## src/rtl/arb2_32.sv

```systemverilog
// Two-requester, 32-bit packet arbiter driving a registered valid/ready output bus.
// Define ARB2_32_LOCK_EN to hold the grant across multi-beat packets (LAST-delimited).
module arb2_32 (
    input  logic        CLK,
    input  logic        RST_N,
    input  logic        REQ0,
    input  logic [31:0] IN0,
    input  logic        LAST0,
    input  logic        REQ1,
    input  logic [31:0] IN1,
    input  logic        LAST1,
    output logic        GNT0,
    output logic        GNT1,
    output logic [31:0] Y,
    output logic        Y_VALID,
    input  logic        Y_READY,
    output logic        S0
);

    localparam int unsigned DATA_W = 32;

    typedef enum logic [1:0] {
        IDLE = 2'd0,
        OWN0 = 2'd1,
        OWN1 = 2'd2
    } state_e;

    state_e              state_q, state_d;
    logic                ptr_q, ptr_d;
    logic [DATA_W-1:0]   y_q, y_d;
    logic                y_valid_q, y_valid_d;

    state_e              eff_state_c;
    logic                eff_ptr_c;
    logic                ld_c;
    logic                sel_c;
    logic                gnt0_c;
    logic                gnt1_c;
    logic                last0_c;
    logic                last1_c;

`ifdef ARB2_32_LOCK_EN
    assign last0_c = LAST0;
    assign last1_c = LAST1;
`else
    // Without locking every beat closes its packet; LAST inputs are don't-care.
    logic unused_last;
    assign unused_last = LAST0 ^ LAST1;
    assign last0_c     = 1'b1;
    assign last1_c     = 1'b1;
`endif

    // Output register may load when empty or being drained this edge.
    assign ld_c = (!y_valid_q || Y_READY) && RST_N;

    // Selection; while reset is asserted behave as the reset state (IDLE, PTR=1).
    always_comb begin
        eff_state_c = RST_N ? state_q : IDLE;
        eff_ptr_c   = RST_N ? ptr_q   : 1'b1;
        sel_c       = 1'b0;
        case (eff_state_c)
            OWN0:    sel_c = 1'b0;
            OWN1:    sel_c = 1'b1;
            default: begin
                if (REQ0 && REQ1) begin
                    sel_c = !eff_ptr_c;
                end else begin
                    sel_c = REQ1;
                end
            end
        endcase
    end

    assign gnt0_c = ld_c && !sel_c && REQ0;
    assign gnt1_c = ld_c &&  sel_c && REQ1;

    assign GNT0    = gnt0_c;
    assign GNT1    = gnt1_c;
    assign S0      = sel_c;
    assign Y       = y_q;
    assign Y_VALID = y_valid_q;

    // Data path and packet-ownership next state.
    always_comb begin
        state_d   = state_q;
        ptr_d     = ptr_q;
        y_d       = y_q;
        y_valid_d = y_valid_q;

        if (ld_c) begin
            if (gnt0_c) begin
                y_d       = IN0;
                y_valid_d = 1'b1;
            end else if (gnt1_c) begin
                y_d       = IN1;
                y_valid_d = 1'b1;
            end else begin
                y_valid_d = 1'b0;
            end
        end

        if (gnt0_c) begin
            if (last0_c) begin
                state_d = IDLE;
                ptr_d   = 1'b0;
            end else begin
                state_d = OWN0;
            end
        end else if (gnt1_c) begin
            if (last1_c) begin
                state_d = IDLE;
                ptr_d   = 1'b1;
            end else begin
                state_d = OWN1;
            end
        end
    end

    // Synchronous reset drops any held beat and the packet lock.
    always_ff @(posedge CLK) begin
        if (!RST_N) begin
            state_q   <= IDLE;
            ptr_q     <= 1'b1;
            y_q       <= DATA_W'(0);
            y_valid_q <= 1'b0;
        end else begin
            state_q   <= state_d;
            ptr_q     <= ptr_d;
            y_q       <= y_d;
            y_valid_q <= y_valid_d;
        end
    end

endmodule
```

## config.mk

```make
export PLATFORM = sky130hd
export DESIGN_NAME = arb2_32
export DESIGN_NICKNAME = d
export VERILOG_FILES = /design/src/rtl/arb2_32.sv
export SDC_FILE = /design/constraint.sdc
export NUM_CORES = 1
export LEC_CHECK = 0
export CORE_AREA = 10 10 109 111
export CTS_BUF_LIST = sky130_fd_sc_hd__clkbuf_8
export DETAILED_ROUTE_END_ITERATION = 16
export DIE_AREA = 0 0 119 121
export PLACE_DENSITY_LB_ADDON = 0.15
export RECOVER_POWER = 100
export SYNTH_ARGS = -nofsm -noshare
export SYNTH_HDL_FRONTEND = slang
export SYNTH_SLANG_ARGS = --single-unit
```

## constraint.sdc

```tcl
create_clock -name CLK -period 1.5 [get_ports CLK]
set_clock_uncertainty 0.2 [all_clocks]
set_input_delay 0.15 -clock CLK [delete_from_list [all_inputs] [get_ports CLK]]
set_output_delay 0.15 -clock CLK [all_outputs]
set_load 0.1 [all_outputs]
```

## Yosys cells after proc, flatten, opt, wreduce, memory -nomap -nowiden

Cells that the tools add are included.

- Bitwise gates (word level): 0
- Mux-type cells: 8
- $lt $le $gt $ge: 0
- Shifts and indexed selects: 0
- Multipliers: 0
- Divide/modulo/power cells: 0
- Reduce and logical (&&, ||, !) cells: 12
- $add $sub $neg: 0
- Equality and inequality tests: 0

Operator list:

| kind | number |
|---|---|
| 32-bit 2-to-1 mux | 2 |
| 1-bit logical AND | 6 |
| 1-bit 2-to-1 mux | 6 |
| 1-bit zero test | 3 |
| 2-bit AND reduction | 1 |
| 2-bit nonzero test | 1 |
| 1-bit logical OR | 1 |

- Memories: 0
- Input port bits: 71
- Bits in latches: 0
- Bits in writable memories: 0
- Output and inout bits: 36
- Logic and storage cells: 23
- Register bits after elaboration: 34
- Bits in read-only memories: 0

## Logic depth before layout (Yosys ltp)

Gate-level depths: netlist of the first run.

- Depth after elaboration: 8
- Mapped depth: 6

## Least setup slack after synthesis of the first run

No wires, ideal clock.

- Path type: register -> output
- From: register y_valid_q, in the netlist Y_VALID
- To: output port GNT0
- Arrival time: 3.280 ns
- Setup slack: -2.130 ns
- Stages on the path, launching flop included: 5
- Path through: dfxtp_1 nor2b_1 buf_2 buf_2 nor3_1

- Word-level cells in the longest chain between the ends: 5

Ends and longest elaborated chain:

| what | RTL line | text |
|---|---|---|
| start, declared | 31 | `logic y_valid_q, y_valid_d;` |
| start signal, assigned | 130 | `y_valid_q <= y_valid_d;` |
| 1-bit zero test | 54 | `assign ld_c = (!y_valid_q \|\| Y_READY) && RST_N;` |
| 1-bit logical OR | 54 |  |
| 1-bit logical AND | 54 |  |
| 1-bit logical AND (2 in series) | 74 | `assign gnt0_c = ld_c && !sel_c && REQ0;` |
| end, declared | 12 | `output logic GNT0,` |

Every way passes these cells.

## Final worst setup path of the first run

- From: register ptr_q
- To: output port GNT1

- Word-level cells in the longest chain between the ends: 5

Ends and longest elaborated chain:

| what | RTL line | text |
|---|---|---|
| start, declared | 29 | `logic ptr_q, ptr_d;` |
| start signal, assigned | 128 | `ptr_q <= ptr_d;` |
| 1-bit 2-to-1 mux | 59 | `eff_ptr_c = RST_N ? ptr_q : 1'b1;` |
| 1-bit zero test | 66 | `sel_c = !eff_ptr_c;` |
| 1-bit 2-to-1 mux | 65 | `if (REQ0 && REQ1) begin` |
| 1-bit logical AND (2 in series) | 75 | `assign gnt1_c = ld_c && sel_c && REQ1;` |
| end, declared | 13 | `output logic GNT1,` |

Every way passes these cells.

==> impl_metrics.py, run 1 <==
metrics = {
    "synth": {
        "synth_cell_types": 22,
        "ys_ff_latch": 34,
        "synth_seq_area_share_pct": 28.5,
        "netlist_instances": 289,
        "yosys_warnings": 0,
        "avgSynthCellArea_um2": 8.26,
        "syn_area_um2": 2390,
        "synth_nets": 360,
    },
    "placement": {
        "dpl_cell_area_um2": 4170,
        "hpwl_mm": 6.79,
        "preCtsSetupSlack_ns": -0.463,
        "dp.cells": 509,
        "portBuffers": 104,
        "gp_congestion": 0.790,
    },
    "sta": {
        "finalHoldViolations": 0,
        "fmax_mhz": 605,
        "period_share_pct": 110,
        "max_slew.worst_pin.slew_ns": 0.333,
        "relSlewSlack_pct": 77.8,
        "setup_viol": 35,
        "fin_ws_ns": -0.154,
        "fin_crit_ns": 1.65,
        "rsz0062_at_grt": "yes",
        "slew_viol_final": 0,
    },
    "final_layout": {
        "n_antenna_cell": 0,
        "finish.utilization_pct": 45.6,
        "areaGrowthSynthToFinish_pct": 83.9,
        "drive_gt1_share_pct": 37.6,
        "final_nets": 474,
        "stdcell_count": 537,
        "stdcell_area_um2": 4390,
    },
    "routing": {
        "ant_nets": 0,
        "drtIter0Drc": 110,
        "wirelength_mm": 10.6,
        "firstDrtPassIters": 4,
        "vias_per_cell": 5.26,
        "dr_total_vias": 2825,
        "drc_errors": 0,
        "wl_per_cell_um": 19.8,
    },
    "job": {
        "maxCapViolations": 0,
    },
    "grt": {
        "first_global_vias": 2983,
        "grt-ovfl-total": 0,
        "grtUsageTotal_pct": 13.8,
        "antenna_found_initial": 0,
        "grt_pass1_wl_mm": 16.2,
        "grt_max_degree": 34,
    },
    "floorplan": {
        "die_w_um": 119,
        "rows": 36,
        "core_area_um2": 9640,
        "die_area_um2": 14400,
        "start_util_pct": 24.8,
        "io_pins": 107,
        "die_h_um": 121,
    },
    "critical_path": {
        "critPathBufInv": 1,
        "slowest_stage": "dfxtp_4",
        "cp-start-kind": "register",
        "crit_chain": "nand2b_4 -> a21boi_4 -> and3_4 -> buf_12",
        "cp_data_arrival_time_ns": 1.30,
        "required_ns": 1.15,
        "slowest_delay_ns": 0.35,
        "path_delay_family": "flip-flops",
        "worstPathMaxFanout": 4,
        "endpoint_kind": "output port",
        "crit_type": "reg -> out",
    },
    "clock_network": {
        "cts_buffers": 5,
        "numClockSinks": 34,
        "cts_buffer_depth": 2,
        "htreeDepth": 2,
        "cts_tree": "yes",
        "clk_latency_ns": 0.29,
        "holdBufCountCts": 0,
        "cts-root-buf": "clkbuf_8",
        "clk_pin_slew_ns": 0.08,
    },
    "status": {
        "status": "complete, but fails checks",
        "violations": "negative setup slack",
    },
    "power": {
        "leakage_nw": 1.84,
        "power_density_nw_per_um2": 813,
        "ir_drop_mv": 0.324,
    },
    "min_path": {
        "hold_path_class": "in -> reg",
    },
}
-- registers in the layout, summed over array words and instances (netlist names) --
| register | count |
|---|---|
| ptr_q | 1 |
| Y | 32 |
| Y_VALID | 1 |
-- cells by family (layout without fill, tap and decap cells) --
kind of cell    after synthesis  count (layout)  share of synthesized area (%)
simple gates                 75              75                           16.5
buf+inv                      81             196                           17.2
compound gates               99              99                           37.8
flops                        34              34                           28.5
-- tightest hold or removal path, delay by kind of cell --
family | cells | cell delay, ns
buffers and inverters | 2 | 0.36
AO/OA/AOI/OAI | 1 | 0.05
-- worst paths after layout --
path / slack [ns] / startpoint / to / depth (start not counted)
setup / recovery: -0.15 / ptr_q / GNT1 / 4
hold / removal: 0.11 / RST_N / Y_VALID / 3
setup reg to reg: -0.10 / Y_VALID / Y[26] / 6
hold reg to reg: 0.31 / ptr_q / ptr_q / 1
-- report_power, final --
part | internal [mW] | leakage, nW | switching, mW
logic | 0.681 | 1.50 | 1.04
clock network | 0.464 | 0.0575 | 0.360
registers | 0.981 | 0.283 | 0.0474
total | 2.13 | 1.84 | 1.44
-- timing repair --
item	4_1_cts	5_1_grt
pin swaps	19	25
setup endpoints to repair	36	36
resized for setup	31	19
setup buffers	10	6
endpoints found under the hold margin	0	0
cloned	8	5
-- placed cells by master, fill, tap and decap left out, types with 5 or more instances in the layout --
master,netlist,final
buf_6,6,7
a31o_1,10,10
a41oi_1,32,20
inv_1,32,32
o311a_1,32,32
nor4_2,0,6
nor4_1,32,26
a41oi_2,0,12
dfxtp_1,34,31
clkbuf_4,0,32
a31o_4,0,5
a31o_2,22,17
nand2_1,34,33
buf_12,0,20
clkbuf_8,0,8
clkdlybuf4s50_1,0,64
buf_4,6,19
-- cell type report --
| class | count | area (um2) |
|---|---|---|
| clock buffer | 8 | 110 |
| fill | 970 | 5250 |
| inverter | 33 | 126 |
| multi-input combinational | 174 | 1540 |
| sequential | 34 | 689 |
| tap | 133 | 166 |
| timing repair buffer | 155 | 1760 |
-- routing by layer --
metal | global-route usage, % | vias up | share of wire, %
met1 | 17.6 | 1357 | 46
met5 | 0 | - | 0
li1 | - | 1356 | -
met3 | 4.65 | 11 | 6.1
met4 | 2.90 | 0 | 0.68
met2 | 22.0 | 101 | 47
-- per-stage QoR --
stage / power, mW / hold slack, ns / TNS (ns)
3_5_place_dp: 2.83 / 0.297 / -15.20
5_1_grt: 3.73 / 0.137 / -3.97
3_3_place_gp: 2.82 / 0.294 / -14.74
2_1_floorplan: 2.12 / 0.267 / -5.71
4_1_cts: 3.81 / 0.109 / -3.52
6_report: 3.57 / 0.112 / -2.33
-- cells in the mapped netlist (all sizes together) --
library cell | n | area share (%)
nor2b | 2 | 0.52
o311a | 32 | 13
clkbuf | 7 | 1.1
a21boi | 1 | 0.31
and3 | 1 | 0.26
or2 | 1 | 0.26
nor4 | 32 | 8.4
a41oi | 32 | 12
nand3 | 1 | 0.73
a21oi | 1 | 0.21
nor3 | 1 | 0.21
nand2 | 34 | 5.3
inv | 33 | 5.3
a31o | 32 | 12
dfxtp | 34 | 28
a221o | 1 | 0.42
buf | 41 | 11
nand2b | 3 | 0.79
Note: power is estimated with default switching activity, not from simulation.
==> run 2: changes to the inputs <==
- CAP_MARGIN: default -> 25
- CORE_AREA: 10 10 109 111 -> 10 10 90 92
- DIE_AREA: 0 0 119 121 -> 0 0 100 102
==> run 2 against run 1 <==
  * The run still ends with negative setup slack left
  * Critical path depth is 1 higher
  * Die area is 29% lower
  * Combinational power is 9% lower
  * Sequential share of layout area is 2.0 points higher
  * Total power is 7.5% lower
  * Routed wire length is 17% lower
  * Worst hold slack worse by 0.048 ns
  * First-iteration DRC count is 6.4% higher
  * Fmax is 4.8% lower
  * Clock power is 15% lower
  * Critical path type unchanged
  * Critical endpoint unchanged
==> impl_metrics.py, run 2 (synthesis results as in run 1) <==
metrics = {
    "grt": {
        "grt_pass1_wl_mm": 13.7,
        "grt_max_degree": 34,
        "antenna_found_initial": 0,
        "grt-ovfl-total": 0,
        "first_global_vias": 2793,
        "grtUsageTotal_pct": 15.9,
    },
    "sta": {
        "period_share_pct": 116,
        "slew_viol_final": 0,
        "tns_ns": -5.02,
        "max_slew.worst_pin.slew_ns": 0.340,
        "relSlewSlack_pct": 77.1,
        "rsz0062_at_grt": "yes",
        "fmax_mhz": 576,
        "fin_crit_ns": 1.74,
        "setup_viol": 35,
        "finalHoldViolations": 0,
        "fin_ws_ns": -0.237,
    },
    "clock_network": {
        "cts_buffers": 5,
        "cts-root-buf": "clkbuf_8",
        "clk_latency_ns": 0.28,
        "cts_tree": "yes",
        "numClockSinks": 34,
        "cts_buffer_depth": 2,
        "clk_pin_slew_ns": 0.07,
        "htreeDepth": 2,
    },
    "floorplan": {
        "die_h_um": 102,
        "core_area_um2": 6280,
        "rows": 29,
        "start_util_pct": 38.1,
        "die_area_um2": 10200,
        "die_w_um": 100,
        "io_pins": 107,
    },
    "min_path": {
        "hold_path_class": "in -> reg",
        "hold_path_startpoint": "RST_N",
        "min_to": "Y[22]",
        "worstHoldPathCells": 2,
    },
    "status": {
        "violations": "negative setup slack",
        "status": "complete, but fails checks",
    },
    "final_layout": {
        "n_antenna_cell": 0,
        "final_common_cell": "clkdlybuf4s50_1",
        "final_nets": 464,
        "drive_gt1_share_pct": 31.5,
        "largest_reg_flops": 32,
        "stdcell_area_um2": 3870,
        "final_cell_mix": "clkdlybuf4s50_1, inv_1, nand2_1, clkbuf_4",
        "areaGrowthSynthToFinish_pct": 62.0,
    },
    "placement": {
        "hpwl_mm": 6.20,
        "dpl_cell_area_um2": 4080,
        "portBuffers": 104,
        "gp_congestion": 0.769,
    },
    "critical_path": {
        "ff2ff_path_depth": 6,
        "cp_data_arrival_time_ns": 1.39,
        "endpoint_kind": "output port",
        "cp-start-kind": "register",
        "slowest_delay_ns": 0.33,
        "timing.rr.end": "Y[14]",
        "ff2ff_setup_slack_ns": -0.18,
        "required_ns": 1.15,
        "path_delay_family": "simple AND/OR/NAND/NOR gates",
        "worstPathMaxFanout": 2,
        "critPathBufInv": 2,
        "crit_type": "reg -> out",
        "slowest_stage": "dfxtp_2",
        "crit_chain": "buf_6 -> nand2b_4 -> a21boi_4 -> and3_4 -> buf_12",
        "r2r_start": "ptr_q",
    },
    "power": {
        "leakage_nw": 1.69,
        "ir_drop_mv": 0.446,
        "power_mw": 3.30,
        "power_density_nw_per_um2": 853,
    },
    "routing": {
        "vias_per_cell": 5.92,
        "ant_nets": 0,
        "firstDrtPassIters": 4,
        "drtIter0Drc": 117,
        "drc_errors": 0,
        "wl_per_cell_um": 18.8,
        "wirelength_mm": 8.84,
        "dr_total_vias": 2786,
    },
    "job": {
        "maxCapViolations": 0,
    },
}
==> run 2: area by class of cell <==
class | count | area, um2
multi-input cells | 174 | 1420
inverters | 33 | 126
fillers | 561 | 2410
flip-flops and latches | 34 | 684
repair buffers | 145 | 1450
well taps | 77 | 96.3
clock inverters | 2 | 8.76
clock buffers | 6 | 82.6
==> run 2: what timing repair did <==
action,4_1_cts,5_1_grt
pin swaps,4,5
setup endpoints to repair,35,35
gates cloned,0,1
buffers inserted,3,3
hold buffers,0,0
gates resized for setup,10,2
==> run 2: per-layer routing <==
layer / GRT usage [%] / share of wire, % / vias to the layer above
li1: - / - / 1334
met1: 18.7 / 42 / 1351
met2: 27.1 / 49 / 99
met3: 5.53 / 8.8 / 2
met4: 4.13 / 0.25 / 0
met5: 0 / 0 / -
==> run 2: worst max-delay path by stage <==
stage	from	end	slack (ns)	cells past startpoint
2_1_floorplan	Y_VALID	GNT0	-0.45	4
3_3_place_gp	Y_READY	Y[30]	-0.36	5
3_5_place_dp	Y_READY	Y[30]	-0.41	5
4_1_cts	ptr_q	GNT1	-0.25	5
5_1_grt	ptr_q	GNT1	-0.27	5
6_report	ptr_q	GNT1	-0.24	5
==> run 2: power breakdown <==
| part | total, mW | internal [mW] | switching (mW) |
|---|---|---|---|
| Sequential | 1.03 | 0.982 | 0.0476 |
| Combinational | 1.57 | 0.594 | 0.974 |
| Clock | 0.703 | 0.364 | 0.340 |
| Total | 3.30 | 1.94 | 1.36 |
==> run 2: worst register-to-register path, stage by stage, from the launching register on <==
cell and delay (ns):
dfxtp_2 0.33, buf_6 0.11, buf_4 0.13, nor2b_2 0.21
buf_12 0.19, nor4_1 0.06, o311a_1 0.33
==> run 2: stage by stage <==
| step | setup slack (ns) | hold WS (ns) | util (%) | instances |
|---|---|---|---|---|
| 3_5_place_dp | -0.405 | 0.301 | 64.9 | 456 |
| 6_report | -0.237 | 0.0636 | 61.7 | 471 |
| 2_1_floorplan | -0.452 | 0.267 | - | 289 |
| 5_1_grt | -0.266 | 0.0642 | 61.7 | 471 |
| 4_1_cts | -0.251 | 0.0492 | 67.4 | 467 |
| 3_3_place_gp | -0.362 | 0.300 | 64.9 | 456 |
==> run 3: changes to the inputs <==
- DONT_BUFFER_PORTS: default -> 1
==> run 3 against run 2 <==
  * The run ends with negative hold slack, negative setup slack left
  * Sequential share of layout area up 1.8 points
  * Setup slack better by 0.067 ns
  * First-iteration DRC count up 2.6%
==> impl_metrics.py, run 3 (synthesis results as in run 1) <==
metrics = {
    "final_layout": {
        "largest_reg_flops": 32,
        "final_nets": 400,
        "stdcell_count": 407,
        "finish.utilization_pct": 56.0,
        "areaGrowthSynthToFinish_pct": 47.1,
        "stdcell_area_um2": 3510,
        "n_antenna_cell": 0,
        "final_cell_mix": "inv_1, nand2_1, nor4_1, o311a_1, dfxtp_1",
        "drive_gt1_share_pct": 43.0,
    },
    "critical_path": {
        "crit_chain": "nand2b_4 -> a21boi_4 -> and3_4 -> buf_12",
        "worstPathMaxFanout": 4,
        "ff2ff_setup_slack_ns": -0.15,
        "path_delay_family": "simple AND/OR/NAND/NOR gates",
        "critPathBufInv": 1,
        "ff2ff_path_depth": 6,
        "cp_data_arrival_time_ns": 1.32,
        "crit_type": "reg -> out",
        "slowest_stage": "dfxtp_2",
        "timing.rr.end": "Y[28]",
        "worstSetupStartpoint": "ptr_q",
        "crit_cells": 4,
        "crit_path_end": "GNT1",
        "required_ns": 1.15,
        "r2r_start": "ptr_q",
        "cp-start-kind": "register",
        "slowest_delay_ns": 0.34,
        "endpoint_kind": "output port",
    },
    "power": {
        "power_density_nw_per_um2": 901,
        "power_mw": 3.17,
        "ir_drop_mv": 0.440,
        "leakage_nw": 1.50,
    },
    "routing": {
        "ant_nets": 0,
        "drc_errors": 0,
        "drtIter0Drc": 120,
        "vias_per_cell": 6.34,
        "wl_per_cell_um": 22.6,
        "wirelength_mm": 9.21,
        "dr_total_vias": 2581,
        "firstDrtPassIters": 4,
    },
    "sta": {
        "fin_ws_ns": -0.170,
        "setup_viol": 35,
        "finalHoldViolations": 32,
        "hold_ws_ns": -0.211,
        "rsz0062_at_grt": "yes",
        "fin_crit_ns": 1.67,
        "max_slew.worst_pin.slew_ns": 0.491,
        "relSlewSlack_pct": 67.5,
        "fmax_mhz": 599,
        "period_share_pct": 111,
        "slew_viol_final": 0,
        "tns_ns": -2.29,
    },
    "floorplan": {
        "start_util_pct": 38.1,
        "core_area_um2": 6280,
        "die_w_um": 100,
        "rows": 29,
        "die_h_um": 102,
        "die_area_um2": 10200,
        "io_pins": 107,
    },
    "status": {
        "status": "complete, but fails checks",
        "violations": "negative hold slack, negative setup slack",
    },
    "grt": {
        "grtUsageTotal_pct": 16.2,
        "antenna_found_initial": 0,
        "grt-ovfl-total": 0,
        "grt_max_degree": 101,
        "first_global_vias": 2527,
        "grt_pass1_wl_mm": 13.6,
    },
    "placement": {
        "dp.cells": 375,
        "preCtsSetupSlack_ns": -0.0753,
        "portBuffers": 0,
        "hpwl_mm": 5.34,
        "gp_congestion": 0.705,
        "dpl_cell_area_um2": 2840,
    },
    "clock_network": {
        "cts-root-buf": "clkbuf_8",
        "clk_latency_ns": 0.29,
        "numClockSinks": 34,
        "cts_tree": "yes",
        "clk_pin_slew_ns": 0.07,
        "cts_buffers": 5,
        "htreeDepth": 2,
        "cts_buffer_depth": 2,
    },
    "job": {
        "maxCapViolations": 0,
    },
    "min_path": {
        "worstHoldPathCells": 1,
        "hold_path_class": "in -> reg",
    },
}
[run 3: cell types whose count changed in the layout (fill, tap and decap cells not counted), moves of 4 or more]
cell,previous run,this run
clkbuf_4,33,28
a41oi_1,30,12
buf_16,0,4
buf_6,4,10
a41oi_2,2,20
clkdlybuf4s50_1,64,0
buf_2,1,5
buf_8,0,4
buf_4,27,13
[run 3: how the worst min path moves through the flow]
stage                     startpoint     to
after detailed placement       RST_N   Y[4]
after floorplan              IN1[16]  Y[16]
after CTS                      RST_N   Y[4]
after global routing           RST_N   Y[6]
after global placement         RST_N   Y[1]
final                          RST_N   Y[4]
[run 3: timing repair]
| item | in CTS | in global routing |
|---|---|---|
| pin swaps | 2 | 38 |
| hold buffers | 1 | 1 |
| buffers inserted | 5 | 12 |
| endpoints found under the hold margin | 34 | 33 |
| cloned | 4 | 3 |
| endpoints found under the setup margin | 30 | 36 |
| resized for setup | 11 | 47 |
[run 3: metal layers]
layer	wire length (um)	vias up	track usage, %	part of all wire (%)
met1	4040	1253	20.4	44
met2	4280	100	24.9	46
met4	126	0	4.57	1.4
li1	-	1215	-	-
met5	0	-	0	0
met3	766	13	6.82	8.3
[run 3: cell type report]
class,instances,area (um2)
timing repair buffer,81,951
multi-input combinational,174,1560
clock inverter,2,8.76
clock buffer,6,82.6
fill,609,2760
tap,77,96.3
sequential,34,684
inverter,33,126
[run 3: where the power goes]
group | switching, mW | internal (mW)
Sequential | 0.0456 | 0.982
Combinational | 0.916 | 0.499
Clock | 0.358 | 0.364
